$ cat config.mk
export PLATFORM = sky130hd
export DESIGN_NAME = tdm_demux_8ch_flat
export DESIGN_NICKNAME = d
export VERILOG_FILES = /design/src/rtl/tdm_demux_8ch_if.sv /design/src/rtl/tdm_demux_8ch.sv /design/src/flat_wrapper.sv
export SDC_FILE = /design/constraint.sdc
export NUM_CORES = 1
export LEC_CHECK = 0
export BUFFER_PORTS_ARGS = -buffer_cell sky130_fd_sc_hd__buf_2
export CORE_ASPECT_RATIO = 0.6
export CORE_MARGIN = 3
export CORE_UTILIZATION = 30
export CTS_CLUSTER_DIAMETER = 40
export DETAILED_ROUTE_END_ITERATION = 6
export PLACE_DENSITY = 0.49
export RECOVER_POWER = 100
export SYNTH_ARGS = -nofsm -noshare
export SYNTH_HDL_FRONTEND = slang
export SYNTH_SLANG_ARGS = --single-unit
export TNS_END_PERCENT = 5
$ cat constraint.sdc
create_clock -name clk -period 2.65 [get_ports clk]
set_clock_uncertainty 0.2 [all_clocks]
set_input_delay 0.1325 -clock clk [delete_from_list [all_inputs] [get_ports clk]]
set_output_delay 0.1325 -clock clk [all_outputs]
set_load 0.02 [all_outputs]
$ cat src/rtl/tdm_demux_8ch_if.sv
// tdm_if: serial TDM input and parallel channel outputs of the 8-channel demux
interface tdm_if;
  logic en;
  logic din;
  logic fsync;
  logic [7:0] y;
  logic [2:0] slot;
  logic frame_valid;
  logic locked;
  logic sync_err;
  modport master (output en, din, fsync, input y, slot, frame_valid, locked, sync_err);
  modport slave (input en, din, fsync, output y, slot, frame_valid, locked, sync_err);
endinterface

$ cat src/rtl/tdm_demux_8ch.sv
// tdm_demux_8ch: frame-aligns an 8-slot TDM bit stream and presents the channels in parallel
module tdm_demux_8ch #(
  parameter int MISS_LIMIT = 2
) (
  input logic clk,
  input logic rst,
  tdm_if.slave bus
);
  typedef enum logic {HUNT, LOCK} state_t;
  localparam logic [2:0] MISS_LAST = 3'(MISS_LIMIT - 1);
  state_t state;
  logic [6:0] shadow;
  logic [2:0] miss;
  always_ff @(posedge clk or posedge rst) begin
    if (rst) begin
      state <= HUNT;
      shadow <= '0;
      miss <= '0;
      bus.y <= '0;
      bus.slot <= '0;
      bus.frame_valid <= 1'b0;
      bus.locked <= 1'b0;
      bus.sync_err <= 1'b0;
    end else begin
      bus.frame_valid <= 1'b0;
      bus.sync_err <= 1'b0;
      if (bus.en) begin
        if (state == HUNT) begin
          if (bus.fsync) begin
            shadow[0] <= bus.din;
            bus.slot <= 3'd1;
            miss <= '0;
            state <= LOCK;
            bus.locked <= 1'b1;
          end
        end else if (bus.fsync && bus.slot != 3'd0) begin
          bus.sync_err <= 1'b1;
          shadow[0] <= bus.din;
          bus.slot <= 3'd1;
          miss <= '0;
        end else if (!bus.fsync && bus.slot == 3'd0 && miss == MISS_LAST) begin
          state <= HUNT;
          bus.locked <= 1'b0;
          miss <= '0;
        end else begin
          if (bus.slot == 3'd0) miss <= bus.fsync ? 3'd0 : miss + 3'd1;
          if (bus.slot == 3'd7) begin
            bus.y <= {bus.din, shadow};
            bus.frame_valid <= 1'b1;
          end else begin
            shadow[bus.slot] <= bus.din;
          end
          bus.slot <= bus.slot + 3'd1;
        end
      end
    end
  end
endmodule
$ cat src/flat_wrapper.sv
// flat-port wrapper written by rule: the top's interface ports become plain ports
module tdm_demux_8ch_flat 
#(
  parameter int MISS_LIMIT = 2
)
  (clk, rst, bus_en, bus_din, bus_fsync, bus_y, bus_slot, bus_frame_valid, bus_locked, bus_sync_err);
  tdm_if bus_i ();
  input logic clk;
  input logic rst;
  input wire logic [$bits(bus_i.en)-1:0] bus_en;
  input wire logic [$bits(bus_i.din)-1:0] bus_din;
  input wire logic [$bits(bus_i.fsync)-1:0] bus_fsync;
  output wire logic [$bits(bus_i.y)-1:0] bus_y;
  output wire logic [$bits(bus_i.slot)-1:0] bus_slot;
  output wire logic [$bits(bus_i.frame_valid)-1:0] bus_frame_valid;
  output wire logic [$bits(bus_i.locked)-1:0] bus_locked;
  output wire logic [$bits(bus_i.sync_err)-1:0] bus_sync_err;
  assign bus_i.en = bus_en;
  assign bus_i.din = bus_din;
  assign bus_i.fsync = bus_fsync;
  assign bus_y = bus_i.y;
  assign bus_slot = bus_i.slot;
  assign bus_frame_valid = bus_i.frame_valid;
  assign bus_locked = bus_i.locked;
  assign bus_sync_err = bus_i.sync_err;
  tdm_demux_8ch #(.MISS_LIMIT(MISS_LIMIT)) u_core (.clk(clk), .rst(rst), .bus(bus_i));
endmodule
==> results of run 1 <==
-- timing repair --
action | in CTS | in global routing
setup buffers | 0 | 0
hold buffers | 4 | 0
hold endpoints to repair | 28 | 0
gates resized for setup | 0 | 0
-- metrics by stage --
| stage | std cells | hold slack [ns] |
|---|---|---|
| after global routing | 186 | 0.1230 |
| after detailed placement | 178 | 0.1966 |
| after CTS | 186 | 0.05117 |
| final | 186 | 0.06459 |
| after global placement | 178 | 0.1977 |
| after floorplan | 105 | -0.04018 |
-- logic make-up (layout without fill, tap and decap cells) --
family          count (synthesis)  count (layout)  synth area share
compound gates                 18              18           0.09487
fa+ha+maj                       5               5           0.04941
buf+inv                        10              34           0.03953
flops                          25              25            0.4941
mux                            16              16            0.1650
simple gates                   31              31            0.1571
-- sequential cells by signal, summed over array words and instances, names as in the netlist --
register                flops
u_core.bus.frame_valid      1
u_core.bus.locked           1
u_core.bus.slot             3
u_core.bus.sync_err         1
u_core.bus.y                8
u_core.miss                 3
u_core.shadow               7
u_core.state                1
-- area by class of cell --
class                   count  area [um^2]
multi-input cells          70        556.8
clock inverters             1        7.507
inverters                   7        26.28
fillers                   397         2406
flip-flops and latches     25        625.6
clock buffers               3        41.29
repair buffers             23        115.1
well taps                  57        71.32
-- per-layer routing --
metal  share of wire  vias up
li1                -      416
met1            0.52      429
met2            0.42       16
met3           0.055        4
met4           0.013        0
met5               0        -
-- power by group through the flow --
stage	Clock (uW)	Combinational, uW	Sequential, uW
final	230	496	620
after global routing	260	559	641
after CTS	244	565	625
after detailed placement	0	556	631
after global placement	0	549	623
after floorplan	0	333	684
-- layout by cell type, fill, tap and decap left out, types with 2 or more instances in the layout --
cell type      netlist  layout
nor3_1               2       2
a22o_1               2       2
ha_1                 5       5
nor2_1               2       2
nor4_1               2       2
clkbuf_1             0      16
dfrtp_1             25      25
dlygate4sd3_1        0       4
nand3_1              5       5
buf_2                1       3
a21oi_1              4       4
clkbuf_8             0       3
nor2b_1              3       3
mux2_2               4       4
o21ai_0              7       8
mux2_1               3      11
nand2b_1             2       2
nand2_1              6       6
inv_1                7       7
and3_1               2       2
-- worst register-to-register path: cells and delay by family, from the launching register on --
| kind | cells | cell delay, ns |
|---|---|---|
| buffers and inverters | 1 | 0.10 |
| and+or+nand+nor | 2 | 0.61 |
| adders and majority gates | 1 | 0.22 |
| AOI/OAI and AO/OA | 1 | 0.17 |
| DFF | 1 | 0.51 |
| muxes | 1 | 0.35 |
-- how the worst min path moves through the flow --
| stage | startpoint | end | slack, ns | cells after the start |
|---|---|---|---|---|
| finish | bus_fsync | u_core.state | 0.06 | 3 |
| global route | bus_fsync | u_core.bus.locked | 0.12 | 3 |
| CTS | bus_fsync | u_core.state | 0.05 | 3 |
| detailed placement | rst | u_core.bus.y[0] | 0.20 | 2 |
| global placement | rst | u_core.bus.y[0] | 0.20 | 2 |
| floorplan | rst | u_core.bus.frame_valid | -0.04 | 1 |
==> flow_summary.yaml, run 1 <==
global_route:
  use_met1: 0.1470
  grt_pass1_vias: 882
  grt_use_total: 0.1046
  antenna_found_initial: 0
  grt_util_met2: 0.1453
  met3_usage: 0.04284
  grt_pass1_wl_mm: 4.188
  grt-ovfl-total: 0
  grt_start_max_net_pins: 26
  top_usage_layer: "met1"
power_and_ir_drop:
  switching_share: 0.3898
  clock_power_share: 0.171
  p_sw_uw: 524.5
  p_comb_frac: 0.368
  pwr-share-seq: 0.461
  power_leakage_uw: 0.0006597
  p_int_uw: 821.1
  p_total_uw: 1346
  ir_worst_vdd_mv: 0.1976
  power_density_nw_per_um2: 931.9
cts:
  clockBufferDepth: 2
  cts-buffers-inserted: 3
  cts_tree: "done"
  clock-sinks: 25
  clk_pin_slew_ns: 0.09
  cts_root_buf: "clkbuf_8"
  htree_levels: 1
  clk_latency_ns: 0.27
timing:
  setup_tns_ns: 0
  finalHoldViolCount: 0
  setup_viol: 0
  max-slew-margin-rel: 0.3893
  setup_slack_ns: 0.3842
  max_freq_mhz: 441.3
  worst_pin_slew_ns: 0.9150
  finalCritPeriodShare: 0.8550
  drv_slew: 0
  finalCriticalPeriod_ns: 2.266
  rsz0062_at_grt: "no"
worst_setup_path:
  path_depth: 6
  critical_path.endpoint: "u_core.shadow[1]"
  worst_setup_path_start_kind: "register"
  worstPathCellList: "inv_1 -> ha_1 -> or2b_1 -> o21ai_0 -> nor4_1 -> mux2_1"
  crit_type: "register to register"
  cp_num_buf_inv: 1
  critical-path-slowest-cell: "dfrtp_1"
  reg2reg_to: "u_core.shadow[1]"
  reg2reg_from: "u_core.bus.slot[1]"
  slowest_delay_ns: 0.51
  cp_top_family: "simple AND/OR/NAND/NOR gates"
  crit_required_ns: 2.61
  end_kind: "register"
  rr_worst_depth: 6
  cp-startpoint: "u_core.bus.slot[1]"
  cp_max_fo: 9
  r2r_slack_ns: 0.38
  cp_data_arrival_time_ns: 2.23
drt:
  wire_per_inst_um: 13.17
  viasPerCell: 4.651
  wl_mm: 2.449
  drt_iter0_markers: 21
  drc: 0
  vias: 865
  ant_nets: 0
  drtPass1Iterations: 2
placement:
  placed_area_um2: 1411
  place_congestion: 0.7319
  port_buffers: 18
  pre_cts_slack_ns: 0.4177
  dp_hpwl_mm: 1.814
logic_synthesis:
  netlist_top_cells_area: "dfrtp_1 (49%), mux2_4 (9.5%), ha_1 (4.9%)"
  async_flop_share: 1.000
  synthesis.nets: 115
  ys_seq_area_frac: 0.4941
  syn_avg_cell_area_um2: 12.06
  synth-edff-count: 0
  synth.top_cells.by_count: "dfrtp_1 (25), mux2_4 (8), inv_1 (7), o21ai_0 (7), nand2_1 (6)"
  synth_cell_type_count: 33
  synth_flop_cell: "dfrtp_1"
  yosys_warnings: 0
  yosysTopAreaCell: "dfrtp_1"
  syn_area_um2: 1266
  synth_seq_cells: 25
  synth_top_cell_area_share: 0.4941
  yosysMostFrequentCell: "dfrtp_1"
  synth_cells: 105
floorplanning:
  die_h_um: 56.33
  num_rows: 17
  initial_core_util: 0.3289
  die-area_um2: 5062
  core_um2: 3850
  ios: 19
  die_width_um: 89.87
finish:
  fin_util: 0.3750
  syn2layout_area_growth_pct: 14.03
  final_nets: 140
  drive_gt1_frac: 0.1240
  diodes: 0
  stdcell_area_um2: 1444
min_path:
  hold_path.class: "input pin to register"
run:
  maxCapViolations: 0
status:
  outcome: "finished, final reports clean"
Power figures use the tool's default switching activity.
==> inputs of run 2 (changes only) <==
--- a/config.mk
+++ b/config.mk
@@ -5,13 +5,13 @@
 export SDC_FILE = /design/constraint.sdc
 export NUM_CORES = 1
 export LEC_CHECK = 0
-export BUFFER_PORTS_ARGS = -buffer_cell sky130_fd_sc_hd__buf_2
+export BUFFER_PORTS_ARGS = -buffer_cell sky130_fd_sc_hd__clkbuf_2
 export CORE_ASPECT_RATIO = 0.6
 export CORE_MARGIN = 3
-export CORE_UTILIZATION = 30
+export CORE_UTILIZATION = 45
 export CTS_CLUSTER_DIAMETER = 40
 export DETAILED_ROUTE_END_ITERATION = 6
-export PLACE_DENSITY = 0.49
+export PLACE_DENSITY = 0.7
 export RECOVER_POWER = 100
 export SYNTH_ARGS = -nofsm -noshare
 export SYNTH_HDL_FRONTEND = slang
==> constraint.sdc (replaced) <==
create_clock -name clk -period 2.01 [get_ports clk]
set_clock_uncertainty 0.2 [all_clocks]
set_input_delay 0.1005 -clock clk [delete_from_list [all_inputs] [get_ports clk]]
set_output_delay 0.1005 -clock clk [all_outputs]
set_load 0.02 [all_outputs]
==> flow_summary.yaml, run 2 (synthesized netlist as in run 1, its figures left out) <==
placement:
  placed_cells: 160
  port_buffers: 18
  dp_hpwl_mm: 1.819
  place_congestion: 0.8799
cts:
  clock-sinks: 25
  cts_root_buf: "clkbuf_8"
  clk_latency_ns: 0.26
  cts_tree: "done"
  clockBufferDepth: 2
  htree_levels: 1
  cts-buffers-inserted: 3
  clk_pin_slew_ns: 0.08
floorplanning:
  num_rows: 14
  die-area_um2: 3507
  ios: 19
  die_width_um: 74.48
  initial_core_util: 0.4884
  core_um2: 2592
  die_h_um: 47.09
worst_setup_path:
  cp_num_buf_inv: 1
  crit_required_ns: 1.96
  worstPathCellList: "inv_2 -> ha_2 -> or2b_4 -> o21ai_4 -> nor4_2 -> mux2_1"
  cp_top_family: "simple AND/OR/NAND/NOR gates"
  critical_path.endpoint: "u_core.shadow[1]"
  slowest_delay_ns: 0.41
  end_kind: "register"
  reg2reg_from: "u_core.bus.slot[1]"
  r2r_slack_ns: 0.03
  cp_max_fo: 5
  worst_setup_path_start_kind: "register"
  crit_type: "register to register"
  path_depth: 6
  reg2reg_to: "u_core.shadow[1]"
  cp-startpoint: "u_core.bus.slot[1]"
  critical-path-slowest-cell: "dfrtp_2"
  rr_worst_depth: 6
  cp_data_arrival_time_ns: 1.93
finish:
  drive_gt1_frac: 0.3957
  top_register: "u_core.bus.y"
  largest_registers: "u_core.bus.y: 8 flops, u_core.shadow: 7 flops"
  fin_util: 0.6216
  final_common_cell: "dfrtp_1"
  finalNonFillerCells: 171
  mostFrequentLayoutCells: "dfrtp_1 (23), clkbuf_1 (13), buf_4 (10)"
  syn2layout_area_growth_pct: 27.27
  largest_reg_flops: 8
  diodes: 0
  n_fill_cell: 216
  final_nets: 150
timing:
  finalCriticalPeriod_ns: 1.982
  setup_viol: 0
  finalCritPeriodShare: 0.9861
  hold_ws_ns: 0.04255
  finalHoldViolCount: 0
  setup_tns_ns: 0
  worst_pin_slew_ns: 0.6055
  max-slew-margin-rel: 0.5963
  max_freq_mhz: 504.5
  drv_slew: 0
  rsz0062_at_grt: "yes"
global_route:
  grt_use_total: 0.1631
  grt_pass1_vias: 800
  grt-ovfl-total: 0
  grt_pass1_wl_mm: 4.008
  grt_start_max_net_pins: 26
  antenna_found_initial: 0
power_and_ir_drop:
  p_total_uw: 2070
  power_leakage_uw: 0.0007560
  power_density_nw_per_um2: 1285
  ir_worst_vdd_mv: 0.7982
drt:
  drt_iter0_markers: 59
  viasPerCell: 5.257
  wire_per_inst_um: 15.75
  vias: 899
  wl_mm: 2.694
  ant_nets: 0
  drtPass1Iterations: 4
  drc: 0
min_path:
  hold_path.class: "input pin to register"
  min_from: "bus_fsync"
status:
  outcome: "finished, final reports clean"
run:
  maxCapViolations: 0
run 2: how the worst min path moves through the flow:
| stage | endpoint | slack, ns | cells past startpoint |
|---|---|---|---|
| after floorplan | u_core.bus.frame_valid | -0.07 | 1 |
| after global placement | u_core.bus.locked | -0.05 | 3 |
| after detailed placement | u_core.bus.sync_err | -0.05 | 3 |
| after CTS | u_core.bus.sync_err | 0.003 | 3 |
| after global routing | u_core.bus.sync_err | 0.06 | 3 |
| final | u_core.bus.sync_err | 0.04 | 3 |
run 2: cell type report:
cell class              count  area, um^2  share of cell area
clock buffers               3       41.29             0.02562
multi-input cells          71       684.4              0.4247
flip-flops and latches     25       628.1              0.3898
well taps                  32       40.04             0.02484
clock inverters             1       7.507            0.004658
repair buffers             32       183.9              0.1141
inverters                   7       26.28             0.01630
run 2: metal layers:
| layer | part of all wire | wire length, um | global-route usage | vias up |
|---|---|---|---|---|
| met4 | 0.013 | 36 | 0.05319 | 0 |
| met2 | 0.43 | 1165 | 0.2443 | 29 |
| met1 | 0.50 | 1360 | 0.2312 | 420 |
| li1 | - | - | - | 446 |
| met5 | 0 | 0 | 0 | - |
| met3 | 0.049 | 132 | 0.04487 | 4 |
run 2: power by group:
group          switching, uW  internal (uW)  total (uW)
registers                143            679         822
clock network            152            140         292
logic                    497            459         956
run 2: repair_timing:
action	in CTS	in global routing
setup buffers	0	3
endpoints found under the hold margin	33	0
cloned	1	0
gates resized for setup	3	15
endpoints found under the setup margin	10	15
pin swaps	1	5
hold buffers	3	0
run 2: per-stage QoR:
step           setup WS (ns)  instance area (um^2)
4_1_cts             -0.02871                  1548
5_1_grt             -0.03201                  1612
2_1_floorplan       -0.01382                  1274
3_5_place_dp        -0.04476                  1440
3_3_place_gp       -0.001284                  1440
6_report             0.02799                  1612
run 2: worst min-delay path, cell delays in order:
cell      delay (ns)
clkbuf_2        0.20
nand3_1         0.13
nor2_1          0.04
